### src/rtl/hid_mouse_pkg.sv
// hid_mouse_pkg: shared types and constants for the HID boot-mouse report scheduler
// Contents: FSM state enum, report length and byte indices, report clamp limit and clamp helper.
package hid_mouse_pkg;

    typedef enum logic [1:0] {IDLE, LOAD, SEND, WAIT_ACK} state_t;

    localparam int         REPORT_LEN = 3;
    localparam logic [1:0] IDX_BTN    = 2'd0;
    localparam logic [1:0] IDX_X      = 2'd1;
    localparam logic [1:0] IDX_LAST   = 2'(REPORT_LEN - 1);
    localparam int         CLAMP      = 127;

    // Boot-mouse deltas are 8-bit signed but -128 is avoided so the report is symmetric.
    function automatic logic [7:0] clamp_report(input int v);
        return v > CLAMP ? 8'(CLAMP) : (v < -CLAMP ? 8'(-CLAMP) : 8'(v));
    endfunction

endpackage

### src/rtl/sat_accumulator.sv
// sat_accumulator: signed saturating accumulator with two addends and one subtrahend
// Ports: clk, rst_n (async active-low), clr (hold at zero), a_en/a and b_en/b (8-bit signed addends),
//        sub_en/sub (8-bit signed subtrahend), acc (W-bit signed total), sat (this cycle's result clipped).
module sat_accumulator #(
    parameter int W = 12
) (
    input  logic                clk,
    input  logic                rst_n,
    input  logic                clr,
    input  logic                a_en,
    input  logic signed [7:0]   a,
    input  logic                b_en,
    input  logic signed [7:0]   b,
    input  logic                sub_en,
    input  logic signed [7:0]   sub,
    output logic signed [W-1:0] acc,
    output logic                sat
);

    // Two guard bits cover |acc| + three 8-bit terms without wrapping.
    localparam logic signed [W+1:0] MAXV = (W+2)'(2 ** (W - 1) - 1);

    logic signed [W+1:0] ta, tb, ts, sum;
    logic signed [W-1:0] nxt;

    always_comb begin
        ta  = a_en ? (W+2)'(a) : '0;
        tb  = b_en ? (W+2)'(b) : '0;
        ts  = sub_en ? (W+2)'(sub) : '0;
        sum = (W+2)'(acc) - ts + ta + tb;
        sat = (sum > MAXV) || (sum < -MAXV);
        nxt = sum > MAXV ? MAXV[W-1:0] : (sum < -MAXV ? -MAXV[W-1:0] : sum[W-1:0]);
    end

    always_ff @(posedge clk or negedge rst_n) begin
        if (!rst_n)
            acc <= '0;
        else
            acc <= clr ? '0 : nxt;
    end

endmodule

### src/rtl/hid_report_scheduler.sv
// hid_report_scheduler: accumulates mouse motion from pattern and manual sources and serves 3-byte boot reports on IN tokens
// Ports: generator control (enable, auto_cycle, pat_sel_manual -> pat_enable, pat_sel),
//        generator input (pat_x/y/buttons, pat_valid; data valid one cycle after the strobe),
//        manual input (man_dx/dy/buttons, man_valid), SIE side (in_token, tx_data/valid/last, tx_ready,
//        tx_ack, tx_timeout, nak), status (busy, ovf).
module hid_report_scheduler
    import hid_mouse_pkg::*;
#(
    parameter int ACC_W     = 12,
    parameter int PAT_DWELL = 256
) (
    input  logic       clk,
    input  logic       rst_n,
    input  logic       enable,
    input  logic       auto_cycle,
    input  logic [1:0] pat_sel_manual,
    output logic       pat_enable,
    output logic [1:0] pat_sel,
    input  logic [7:0] pat_x,
    input  logic [7:0] pat_y,
    input  logic [2:0] pat_buttons,
    input  logic       pat_valid,
    input  logic [7:0] man_dx,
    input  logic [7:0] man_dy,
    input  logic [2:0] man_buttons,
    input  logic       man_valid,
    input  logic       in_token,
    output logic [7:0] tx_data,
    output logic       tx_valid,
    output logic       tx_last,
    input  logic       tx_ready,
    input  logic       tx_ack,
    input  logic       tx_timeout,
    output logic       nak,
    output logic       busy,
    output logic       ovf
);

    localparam int DW = $clog2(PAT_DWELL + 1);

    state_t                   state;
    logic [1:0]               idx;
    logic [7:0]               sx, sy;
    logic [2:0]               sb, pat_btn, man_btn, last_btn, cur_btn;
    logic [DW-1:0]            dwell;
    logic                     pat_s, pat_take, man_take, ack_evt, pending, sat_x, sat_y;
    logic signed [ACC_W-1:0]  acc_x, acc_y;

    assign pat_take = enable && pat_s;
    assign man_take = enable && man_valid;
    assign ack_evt  = (state == WAIT_ACK) && tx_ack;
    assign cur_btn  = pat_btn | man_btn;
    assign pending  = (acc_x != '0) || (acc_y != '0) || (cur_btn != last_btn);
    assign busy     = state != IDLE;

    // While disabled the accumulators are held cleared, so an ACK that lands then has nothing to subtract.
    sat_accumulator #(.W(ACC_W)) u_acc_x (
        .clk(clk), .rst_n(rst_n), .clr(!enable),
        .a_en(pat_take), .a(pat_x), .b_en(man_take), .b(man_dx),
        .sub_en(ack_evt), .sub(sx), .acc(acc_x), .sat(sat_x)
    );

    sat_accumulator #(.W(ACC_W)) u_acc_y (
        .clk(clk), .rst_n(rst_n), .clr(!enable),
        .a_en(pat_take), .a(pat_y), .b_en(man_take), .b(man_dy),
        .sub_en(ack_evt), .sub(sy), .acc(acc_y), .sat(sat_y)
    );

    always_ff @(posedge clk or negedge rst_n) begin
        if (!rst_n) begin
            pat_enable <= 1'b0;
            pat_sel    <= '0;
            dwell      <= '0;
            pat_s      <= 1'b0;
            pat_btn    <= '0;
            man_btn    <= '0;
            ovf        <= 1'b0;
        end else begin
            pat_enable <= enable;
            pat_s      <= pat_valid;
            if (!auto_cycle) begin
                pat_sel <= pat_sel_manual;
                dwell   <= '0;
            end else if (ack_evt) begin
                dwell   <= dwell == DW'(PAT_DWELL - 1) ? '0 : dwell + DW'(1);
                pat_sel <= dwell == DW'(PAT_DWELL - 1) ? pat_sel + 2'd1 : pat_sel;
            end
            pat_btn <= !enable ? '0 : (pat_take ? pat_buttons : pat_btn);
            man_btn <= !enable ? '0 : (man_take ? man_buttons : man_btn);
            ovf     <= enable && (ovf || sat_x || sat_y);
        end
    end

    always_ff @(posedge clk or negedge rst_n) begin
        if (!rst_n) begin
            state    <= IDLE;
            idx      <= '0;
            sx       <= '0;
            sy       <= '0;
            sb       <= '0;
            last_btn <= '0;
            tx_data  <= '0;
            tx_valid <= 1'b0;
            tx_last  <= 1'b0;
            nak      <= 1'b0;
        end else begin
            nak <= 1'b0;
            case (state)
                IDLE: begin
                    if (in_token && pending && enable)
                        state <= LOAD;
                    else if (in_token)
                        nak <= 1'b1;
                end
                LOAD: begin
                    sx       <= clamp_report(int'(acc_x));
                    sy       <= clamp_report(int'(acc_y));
                    sb       <= cur_btn;
                    tx_data  <= {5'b0, cur_btn};
                    tx_valid <= 1'b1;
                    tx_last  <= 1'b0;
                    idx      <= IDX_BTN;
                    state    <= SEND;
                end
                SEND: begin
                    if (tx_ready && idx == IDX_LAST) begin
                        tx_valid <= 1'b0;
                        tx_last  <= 1'b0;
                        state    <= WAIT_ACK;
                    end else if (tx_ready) begin
                        idx     <= idx + 2'd1;
                        tx_data <= idx == IDX_BTN ? sx : sy;
                        tx_last <= idx == IDX_X;
                    end
                end
                WAIT_ACK: begin
                    if (tx_ack) begin
                        last_btn <= sb;
                        state    <= IDLE;
                    end else if (tx_timeout) begin
                        state <= IDLE;
                    end
                end
                default: state <= IDLE;
            endcase
        end
    end

endmodule

### config.mk
export PLATFORM = sky130hd
export DESIGN_NAME = hid_report_scheduler
export DESIGN_NICKNAME = d
export VERILOG_FILES = /design/src/rtl/hid_mouse_pkg.sv /design/src/rtl/sat_accumulator.sv /design/src/rtl/hid_report_scheduler.sv
export SDC_FILE = /design/constraint.sdc
export NUM_CORES = 1
export LEC_CHECK = 0
export CORE_ASPECT_RATIO = 0.9
export CORE_MARGIN = 2
export CORE_UTILIZATION = 35
export DETAILED_ROUTE_END_ITERATION = 16
export PLACE_DENSITY_LB_ADDON = 0.15
export SKIP_CTS_REPAIR_TIMING = 1
export SLEW_MARGIN = 30
export SYNTH_ARGS = -nofsm -noshare
export SYNTH_HDL_FRONTEND = slang
export SYNTH_HIERARCHICAL = 1
export SYNTH_SLANG_ARGS = --single-unit
### constraint.sdc
create_clock -name clk -period 9.62 [get_ports clk]
set_clock_uncertainty 0.2 [all_clocks]
set_input_delay 0.962 -clock clk [delete_from_list [all_inputs] [get_ports clk]]
set_output_delay 0.962 -clock clk [all_outputs]
set_load 0.02 [all_outputs]
==> results of run 1 <==
state kept, by name, summed over array words and instances (netlist names), 2 cells and up:
signal / cells
last_btn: 3
u_acc_y/acc: 12
u_acc_x/acc: 12
man_btn: 3
pat_btn: 3
sy: 8
pat_sel: 2
idx: 2
state: 2
dwell: 9
sb: 3
tx_data: 8
sx: 8
worst register-to-register path, stage by stage (launching register included):
cell and delay (ns):
dfrtp_1 0.41, ha_1 0.23, nand2_1 0.20, clkinv_1 0.60, nand2_1 0.29, fa_1 0.48
fa_1 0.55, ha_1 0.19, inv_1 0.06, fa_1 0.39, and2b_2 0.25, o221ai_2 0.12
a21oi_2 0.23, mux2i_1 0.24, xor2_1 0.59, a211o_1 0.39, o211ai_1 0.16
layer usage:
layer,part of all wire,GRT usage,vias to the layer above
met2,0.45,0.255,108
met1,0.50,0.245,2528
met3,0.043,0.0230,13
li1,-,-,2563
met4,0.012,0.0407,0
met5,0,0,-
worst paths after layout:
| check | to | depth (start not counted) |
|---|---|---|
| max in group asynchronous | u_acc_y/acc[4]$_DFF_PN0_ | 1 |
| min in group asynchronous | pat_sel[0]$_DFFE_PN0P_ | 1 |
| min reg2reg | tx_data[5]$_DFFE_PN0P_ | 2 |
| max | u_acc_y/acc[4]$_DFF_PN0_ | 16 |
| max reg2reg | u_acc_y/acc[4]$_DFF_PN0_ | 16 |
| min | tx_data[5]$_DFFE_PN0P_ | 2 |
layout make-up:
cell class,instances,share of cell area
Clock inverter,6,0.0145
Sequential cell,81,0.258
Clock buffer,10,0.0304
Tap cell,245,0.0390
Multi-Input combinational cell,505,0.516
Timing Repair Buffer,67,0.0847
Inverter,122,0.0582
synth_stat cells (3+ instances only):
master,n
nand2b_1,8
nor2b_1,3
or4_1,11
o311ai_1,13
nand4_1,10
o32a_1,3
dfrtp_1,81
nor2_1,51
buf_2,4
and3_1,6
o21a_1,6
o21ai_0,21
nand3_1,16
and2_1,22
nor3_1,8
a211oi_1,5
ha_1,34
inv_1,120
nand2_1,70
a31oi_1,6
clkbuf_1,16
or3_1,9
mux2_2,8
a21oi_1,25
mux2i_1,17
xnor2_1,14
o22ai_1,13
or2_1,3
o31a_1,4
o31ai_1,3
o21ai_1,5
o211ai_1,7
xor2_1,16
a21o_1,5
fa_1,50
kinds of logic after synthesis:
logic type	count (synthesis)	share of synthesized area
AO/OA/AOI/OAI	133	0.138
buffers and inverters	147	0.0861
XOR/XNOR	32	0.0444
adder cells (fa/ha/maj)	84	0.214
multiplexers	26	0.0414
AND/OR/NAND/NOR	230	0.171
flip-flops	81	0.305
layout by cell type, fill, tap and decap left out, types with 14 or more instances in the layout:
cell,n
and2_1,22
nand3_1,16
clkdlybuf4s50_1,64
a21oi_1,24
o21ai_0,21
fa_1,50
ha_1,34
xor2_1,16
xnor2_1,14
nand2_1,70
inv_1,120
mux2i_1,17
nor2_1,51
dfrtp_1,81
through the flow:
stage / hold WS, ns / worst slack [ns]
2_1_floorplan: 0.273 / 4.39
3_3_place_gp: 0.264 / 3.21
3_5_place_dp: 0.276 / 3.07
4_1_cts: 0.290 / 3.41
5_1_grt: 0.324 / 3.00
6_report: 0.282 / 3.46
==> run_results.csv, run 1 <==
group,metric,value,unit
outcome,status,"finished, final reports clean",
die,ios,66,
routing,drt-vias-per-instance,5.03,
clocking,worstSkewPairLatency,0.34,ns
die,die_h,135,um
grt,grt_overflow,0,
synthesis,synth_area_leaders,"dfrtp_1 30%, fa_1 15%, inv_1 6.8%",
routing,drt_iter0_drc,343,
clocking,cts_tree,"yes",
synthesis,synth_cells,733,
die,die_area,20100,um2
worst_setup_path,crit_slowest_cell,"clkinv_1",
finish,seq_area,2030,um2
timing,slew_violations,0,
worst_setup_path,worstPathMaxFanout,22,
clocking,cts_made_buffers,9,
synthesis,netlist_area,6660,um2
worst_setup_path,worstSetupStartpoint,"tx_ack",
clocking,clock-sinks,81,
finish,fin_cells,1036,
placed_design,hpwl,12800,um
synthesis,netlist.area_leader.share,0.305,
placed_design,post_dp_cell_area,7510,um2
finish,num-nets-final,920,
worst_setup_path,critPathBufInv,3,
worst_setup_path,r2r_start,"state[0]$_DFFE_PN0P_",
synthesis,ys_types,65,
timing,slew_headroom,0.460,
grt,grt_pass1_vias,5337,
finish,multi_input_area,4060,um2
job,maxCapViolCount,0,
routing,routed_wl,15900,um
timing,tightest_slew,0.811,ns
finish,antennaDiodeCount,0,
synthesis,yosys.area.top_type,"dfrtp_1",
placed_design,gp_congestion,0.855,
synthesis,syn_nets,867,
timing,fin_crit_sh,0.641,
placed_design,dp_cells,1020,
synthesis,ys_warn_count,6,
grt,grt_max_degree,82,
timing,hold_viol_final,0,
placed_design,io_buffers,65,
clocking,cts-root-buf,"clkbuf_16",
worst_setup_path,r2r_slack,3.88,ns
worst_setup_path,arrival,6.15,ns
finish,stdcell_area,7870,um2
routing,drt-pass1-iter-count,5,
worst_setup_path,start_kind,"input pin",
timing,setup_tns,0,ns
routing,num_vias,5212,
worst_hold_path,hold_start,"tx_data[5]$_DFFE_PN0P_",
worst_setup_path,crit_family,"adder cells",
routing,drc,0,
grt,antenna_found_initial,0,
timing,finalSetupViolCount,0,
die,num_rows,47,
finish,fill_cells,1843,
timing,fmax,0.162,GHz
die,start_util,0.359,
grt,grt_pass1_wl,26400,um
finish,drive_gt1_frac,0.0506,
synthesis,synth-edff-count,0,
worst_setup_path,cpMostUsedCell,"fa_1",
timing,rsz0062_at_grt,"false",
timing,fin_crit,6.16,ns
finish,areaGrowthSynthToFinish,18.3,%
routing,wl_per_cell,15.4,um
worst_setup_path,endpoint_kind,"flop",
worst_setup_path,critPathMaxStageDelay,0.60,ns
routing,ant_nets,0,
synthesis,synth-main-ff-cell,"dfrtp_1",
synthesis,async_flop_share,1.00,
worst_setup_path,crit_required,9.61,ns
clocking,cts_buffer_depth,2,
synthesis,seq_area_frac_synth,0.305,
worst_setup_path,crit_type,"in2reg",
worst_setup_path,cp_cell_sequence,"clkdlybuf4s50_1 -> nand2_1 -> clkinv_1 -> nand2_1 -> fa_1 -> fa_1 -> ha_1 -> inv_1 -> fa_1 -> and2b_2 -> o221ai_2 -> a21oi_2 -> mux2i_1 -> xor2_1 -> a211o_1 -> o211ai_1",
finish,final_util,0.425,
clocking,cts.htree.levels,3,
die,die_w,149,um
grt,track_usage,0.165,
worst_hold_path,hold_path.class,"reg2reg",
die,placeableCoreArea,18500,um2
clocking,clk_pin_slew,0.06,ns
synthesis,synth_seq_cells,81,
synthesis,synth.avg_cell_area,9.08,um2
Power of run 1 is not shown: default switching activity piles up to over one toggle a cycle in this logic, so the estimate is an artifact.
==> run 2, diff against run 1 <==
==> constraint.sdc (replaced) <==
create_clock -name clk -period 6.2 [get_ports clk]
set_clock_uncertainty 0.2 [all_clocks]
set_input_delay 0.62 -clock clk [delete_from_list [all_inputs] [get_ports clk]]
set_output_delay 0.62 -clock clk [all_outputs]
set_load 0.02 [all_outputs]
==> run_results.csv, run 2 (synthesized netlist as in run 1, its figures left out) <==
group,metric,value,unit
placed_design,gp_congestion,0.841,
worst_setup_path,rr_endpoint,"u_acc_y/acc[8]$_DFF_PN0_",
routing,wl_per_cell,15.7,um
worst_setup_path,endpoint_kind,"flop",
die,start_util,0.359,
die,die_w,149,um
timing,fin_crit_sh,0.886,
routing,drt_iter0_drc,308,
timing,hold_viol_final,0,
timing,slew_violations,0,
timing,rsz0062_at_grt,"false",
clocking,clock-sinks,81,
timing,fin_crit,5.49,ns
finish,largestRegisters,"u_acc_x/acc (12), u_acc_y/acc (12), dwell (9)",
grt,track_usage,0.173,
placed_design,post_dp_cell_area,7550,um2
routing,num_vias,5257,
timing,finalSetupViolCount,0,
finish,num-nets-final,925,
grt,grt_pass1_vias,5428,
clocking,worstSkewPairLatency,0.33,ns
routing,drt-vias-per-instance,5.05,
worst_setup_path,r2r_slack,0.92,ns
worst_setup_path,crit_type,"in2reg",
grt,grt_pass1_wl,27600,um
worst_setup_path,r2r_start,"state[1]$_DFFE_PN0P_",
timing,fmax,0.182,GHz
clocking,cts_tree,"yes",
worst_setup_path,crit_required,6.19,ns
job,maxCapViolCount,0,
worst_setup_path,r2r.worst_path.cells,16,
grt,grt_max_degree,82,
finish,areaGrowthSynthToFinish,18.8,%
clocking,cts.htree.levels,3,
die,die_area,20100,um2
routing,routed_wl,16300,um
finish,drive_gt1_frac,0.0565,
clocking,cts_made_buffers,9,
placed_design,hpwl,13100,um
timing,setup_tns,0,ns
timing,tightest_slew,0.812,ns
clocking,clk_pin_slew,0.06,ns
timing,slew_headroom,0.459,
die,ios,66,
worst_setup_path,arrival,5.48,ns
clocking,cts_buffer_depth,2,
die,num_rows,47,
routing,drt-pass1-iter-count,5,
grt,antenna_found_initial,0,
finish,final_cell_mix,"120 x inv_1, 81 x dfrtp_1, 70 x nand2_1",
worst_setup_path,worstPathMaxFanout,21,
die,placeableCoreArea,18500,um2
finish,stdcell_area,7910,um2
routing,drc,0,
placed_design,io_buffers,65,
clocking,cts-root-buf,"clkbuf_16",
outcome,status,"finished, final reports clean",
finish,antennaDiodeCount,0,
worst_hold_path,hold_path.class,"in2async",
die,die_h,135,um
worst_setup_path,start_kind,"input pin",
grt,grt_overflow,0,
finish,fill_cells,1810,
finish,final_common_cell,"inv_1",
routing,ant_nets,0,
run 2: changes by cell type in the layout (fill, tap and decap cells not counted), sizes merged:
| cell | previous run | this run |
|---|---|---|
| inv | 121 | 120 |
| clkinv | 2 | 4 |
| clkinvlp | 2 | 1 |
| buf | 3 | 8 |
run 2: critical path, stage by stage:
cell and delay [ns]:
clkdlybuf4s50_1 0.49, nand2_1 0.17, clkinv_1 0.11, buf_4 0.26, nand2_1 0.17, fa_1 0.54
inv_1 0.06, fa_1 0.52, fa_1 0.48, and2b_2 0.25, o221ai_2 0.12, a21oi_2 0.24
mux2i_1 0.24, xor2_1 0.60, a211o_1 0.42, o311ai_1 0.17
run 2: worst max-delay path by stage:
stage           start                  endpoint
2_1_floorplan  tx_ack             ovf$_DFF_PN0_
3_3_place_gp   tx_ack  u_acc_y/acc[3]$_DFF_PN0_
3_5_place_dp   tx_ack  u_acc_y/acc[8]$_DFF_PN0_
4_1_cts        tx_ack  u_acc_y/acc[8]$_DFF_PN0_
5_1_grt        enable  u_acc_x/acc[3]$_DFF_PN0_
6_report       tx_ack  u_acc_y/acc[8]$_DFF_PN0_
run 2: final cells by class:
cell class | instances | area, um2 | share of cell area
tap | 245 | 307 | 0.0388
sequential | 81 | 2030 | 0.256
clock inverter | 6 | 115 | 0.0146
timing repair buffer | 72 | 704 | 0.0891
multi-input combinational | 505 | 4060 | 0.513
inverter | 122 | 458 | 0.0579
clock buffer | 10 | 239 | 0.0302
run 2: layer usage:
metal | part of all wire | track usage | routed length, um | vias to the layer above
met1 | 0.49 | 0.252 | 8050 | 2557
met5 | 0 | 0 | 0 | -
met4 | 0.0075 | 0.0333 | 122 | 0
li1 | - | - | - | 2583
met2 | 0.47 | 0.282 | 7620 | 107
met3 | 0.032 | 0.0182 | 514 | 10
run 2: per-stage QoR:
step	hold slack [ns]	cells	util	worst slack (ns)
6_report	0.133	1041	0.427	0.708
5_1_grt	0.188	1041	0.427	0.422
4_1_cts	0.159	1041	0.427	0.724
3_5_place_dp	0.273	1025	0.408	0.384
3_3_place_gp	0.263	1025	0.407	0.519
2_1_floorplan	0.124	733	-	1.31
Power of run 2 is left out for the same reason.
==> run 3, diff against run 2 <==
==> constraint.sdc (replaced) <==
create_clock -name clk -period 6.3 [get_ports clk]
set_clock_uncertainty 0.2 [all_clocks]
set_input_delay 0.63 -clock clk [delete_from_list [all_inputs] [get_ports clk]]
set_output_delay 0.63 -clock clk [all_outputs]
set_load 0.02 [all_outputs]
==> run_results.csv, run 3 (synthesized netlist as in run 1, its figures left out) <==
group,metric,value,unit
die,die_w,149,um
worst_setup_path,cp_cell_sequence,"clkdlybuf4s50_1 -> nand2_1 -> clkinv_1 -> buf_4 -> nand2_1 -> fa_1 -> fa_1 -> ha_1 -> inv_1 -> fa_1 -> nand2b_1 -> a21oi_1 -> o21a_1 -> a311o_1 -> xor2_2 -> or3_1 -> o311ai_1",
routing,ant_nets,0,
worst_setup_path,r2r_start,"state[0]$_DFFE_PN0P_",
routing,drt-pass1-iter-count,5,
finish,fill_cells,1825,
routing,drc,0,
worst_setup_path,crit_end,"u_acc_x/acc[4]$_DFF_PN0_",
finish,drive_gt1_frac,0.0516,
job,maxCapViolCount,0,
finish,multi_input_area,4060,um2
timing,setup_tns,0,ns
worst_setup_path,cpMostUsedCell,"fa_1",
routing,highest_layer,"met4",
timing,fin_crit_sh,0.882,
routing,wl_met1,7930,um
grt,grt_pass1_vias,5372,
clocking,cts_buffer_depth,2,
worst_setup_path,crit_cells,17,
routing,drt-vias-per-instance,5.04,
routing,num_vias,5233,
grt,antenna_found_initial,0,
clocking,cts-root-buf,"clkbuf_16",
timing,tightest_slew,0.941,ns
worst_setup_path,crit_family,"adder cells",
worst_setup_path,crit_required,6.28,ns
finish,num-nets-final,924,
worst_setup_path,r2r_slack,0.84,ns
placed_design,post-place-ws,0.434,ns
worst_setup_path,start_kind,"input pin",
timing,slew_headroom,0.372,
placed_design,gp_congestion,0.824,
die,die_h,135,um
finish,antennaDiodeCount,0,
finish,seq_area,2030,um2
worst_setup_path,rr_endpoint,"u_acc_x/acc[4]$_DFF_PN0_",
clocking,cts_tree,"yes",
timing,slew_violations,0,
grt,grt_overflow,0,
worst_setup_path,critPathBufInv,4,
grt,track_usage,0.167,
timing,setup_ws,0.744,ns
worst_setup_path,arrival,5.54,ns
finish,final_common_cell,"inv_1",
placed_design,hpwl,12900,um
die,die_area,20100,um2
worst_setup_path,critPathMaxStageDelay,0.58,ns
timing,fin_crit,5.56,ns
routing,routed_wl,16000,um
timing,rsz0062_at_grt,"false",
worst_setup_path,r2r.worst_path.cells,17,
routing,drt_iter0_drc,255,
outcome,status,"finished, final reports clean",
clocking,cts_made_buffers,9,
routing,wl_met3,677,um
routing,wl_per_cell,15.4,um
worst_setup_path,worstPathMaxFanout,13,
grt,grt_pass1_wl,26800,um
die,ios,66,
clocking,cts.htree.levels,3,
clocking,clk_pin_slew,0.06,ns
worst_setup_path,crit_slowest_cell,"fa_1",
die,num_rows,47,
clocking,clock-sinks,81,
timing,fmax,0.180,GHz
placed_design,dp_cells,1024,
die,placeableCoreArea,18500,um2
timing,hold_viol_final,0,
grt,grt_max_degree,82,
finish,final_cell_mix,"120 x inv_1, 81 x dfrtp_1, 70 x nand2_1",
finish,areaGrowthSynthToFinish,18.0,%
worst_hold_path,hold_path.class,"in2async",
finish,largestRegisters,"u_acc_x/acc (12), u_acc_y/acc (12), dwell (9)",
worst_setup_path,worstSetupStartpoint,"tx_ack",
placed_design,io_buffers,65,
clocking,worstSkewPairLatency,0.33,ns
worst_setup_path,endpoint_kind,"flop",
timing,finalSetupViolCount,0,
routing,wl_met2,7290,um
finish,fin_cells,1039,
worst_setup_path,crit_type,"in2reg",
die,start_util,0.359,
-- run 3: cell count changes in the layout (fill, tap and decap cells not counted) --
cell	delta
a21oi_1	+1
a21oi_2	-1
buf_4	-1
bufinv_16	-1
clkbuf_1	+1
clkbuf_8	-1
clkinv_2	+1
clkinv_4	-1
-- run 3: layout make-up --
type	count	share of cell area
Inverter	122	0.0583
Multi-Input combinational cell	505	0.516
Tap cell	245	0.0390
Clock inverter	5	0.0104
Timing Repair Buffer	71	0.0887
Sequential cell	81	0.258
Clock buffer	10	0.0292
-- run 3: how the worst min path moves through the flow --
| stage | slack, ns | to | startpoint |
|---|---|---|---|
| finish | 0.12 | dwell[8]$_DFFE_PN0P_ | rst_n |
| global route | 0.19 | pat_sel[0]$_DFFE_PN0P_ | rst_n |
| CTS | 0.17 | pat_sel[0]$_DFFE_PN0P_ | rst_n |
| detailed placement | 0.28 | tx_data[3]$_DFFE_PN0P_ | tx_data[3]$_DFFE_PN0P_ |
| global placement | 0.26 | tx_data[6]$_DFFE_PN0P_ | tx_data[6]$_DFFE_PN0P_ |
| floorplan | 0.13 | dwell[0]$_DFFE_PN0P_ | rst_n |
-- run 3: worst register-to-register path: stages, from the launching register on --
cell      delay [ns]
dfrtp_1         0.42
ha_1            0.22
nand2_1         0.23
clkinv_1        0.32
buf_4           0.29
nand2_1         0.10
fa_1            0.45
fa_1            0.58
ha_1            0.19
inv_1           0.06
fa_1            0.38
nand2b_1        0.19
a21oi_1         0.24
o21a_1          0.19
a311o_1         0.26
xor2_2          0.40
or3_1           0.40
o311ai_1        0.18
-- run 3: metrics by stage --
stage / utilization / hold slack (ns) / cell area, um2
after floorplan: - / 0.134 / 6660
after global placement: 0.407 / 0.261 / 7540
after detailed placement: 0.407 / 0.276 / 7540
after CTS: 0.424 / 0.170 / 7850
after global routing: 0.424 / 0.187 / 7850
final: 0.424 / 0.117 / 7850
-- run 3: routing by layer --
layer / up-vias / track usage
met4: 0 / 0.0307
met2: 112 / 0.267
met3: 10 / 0.0284
met5: - / 0
met1: 2544 / 0.242
li1: 2567 / -
Power of run 3 is left out for the same reason.
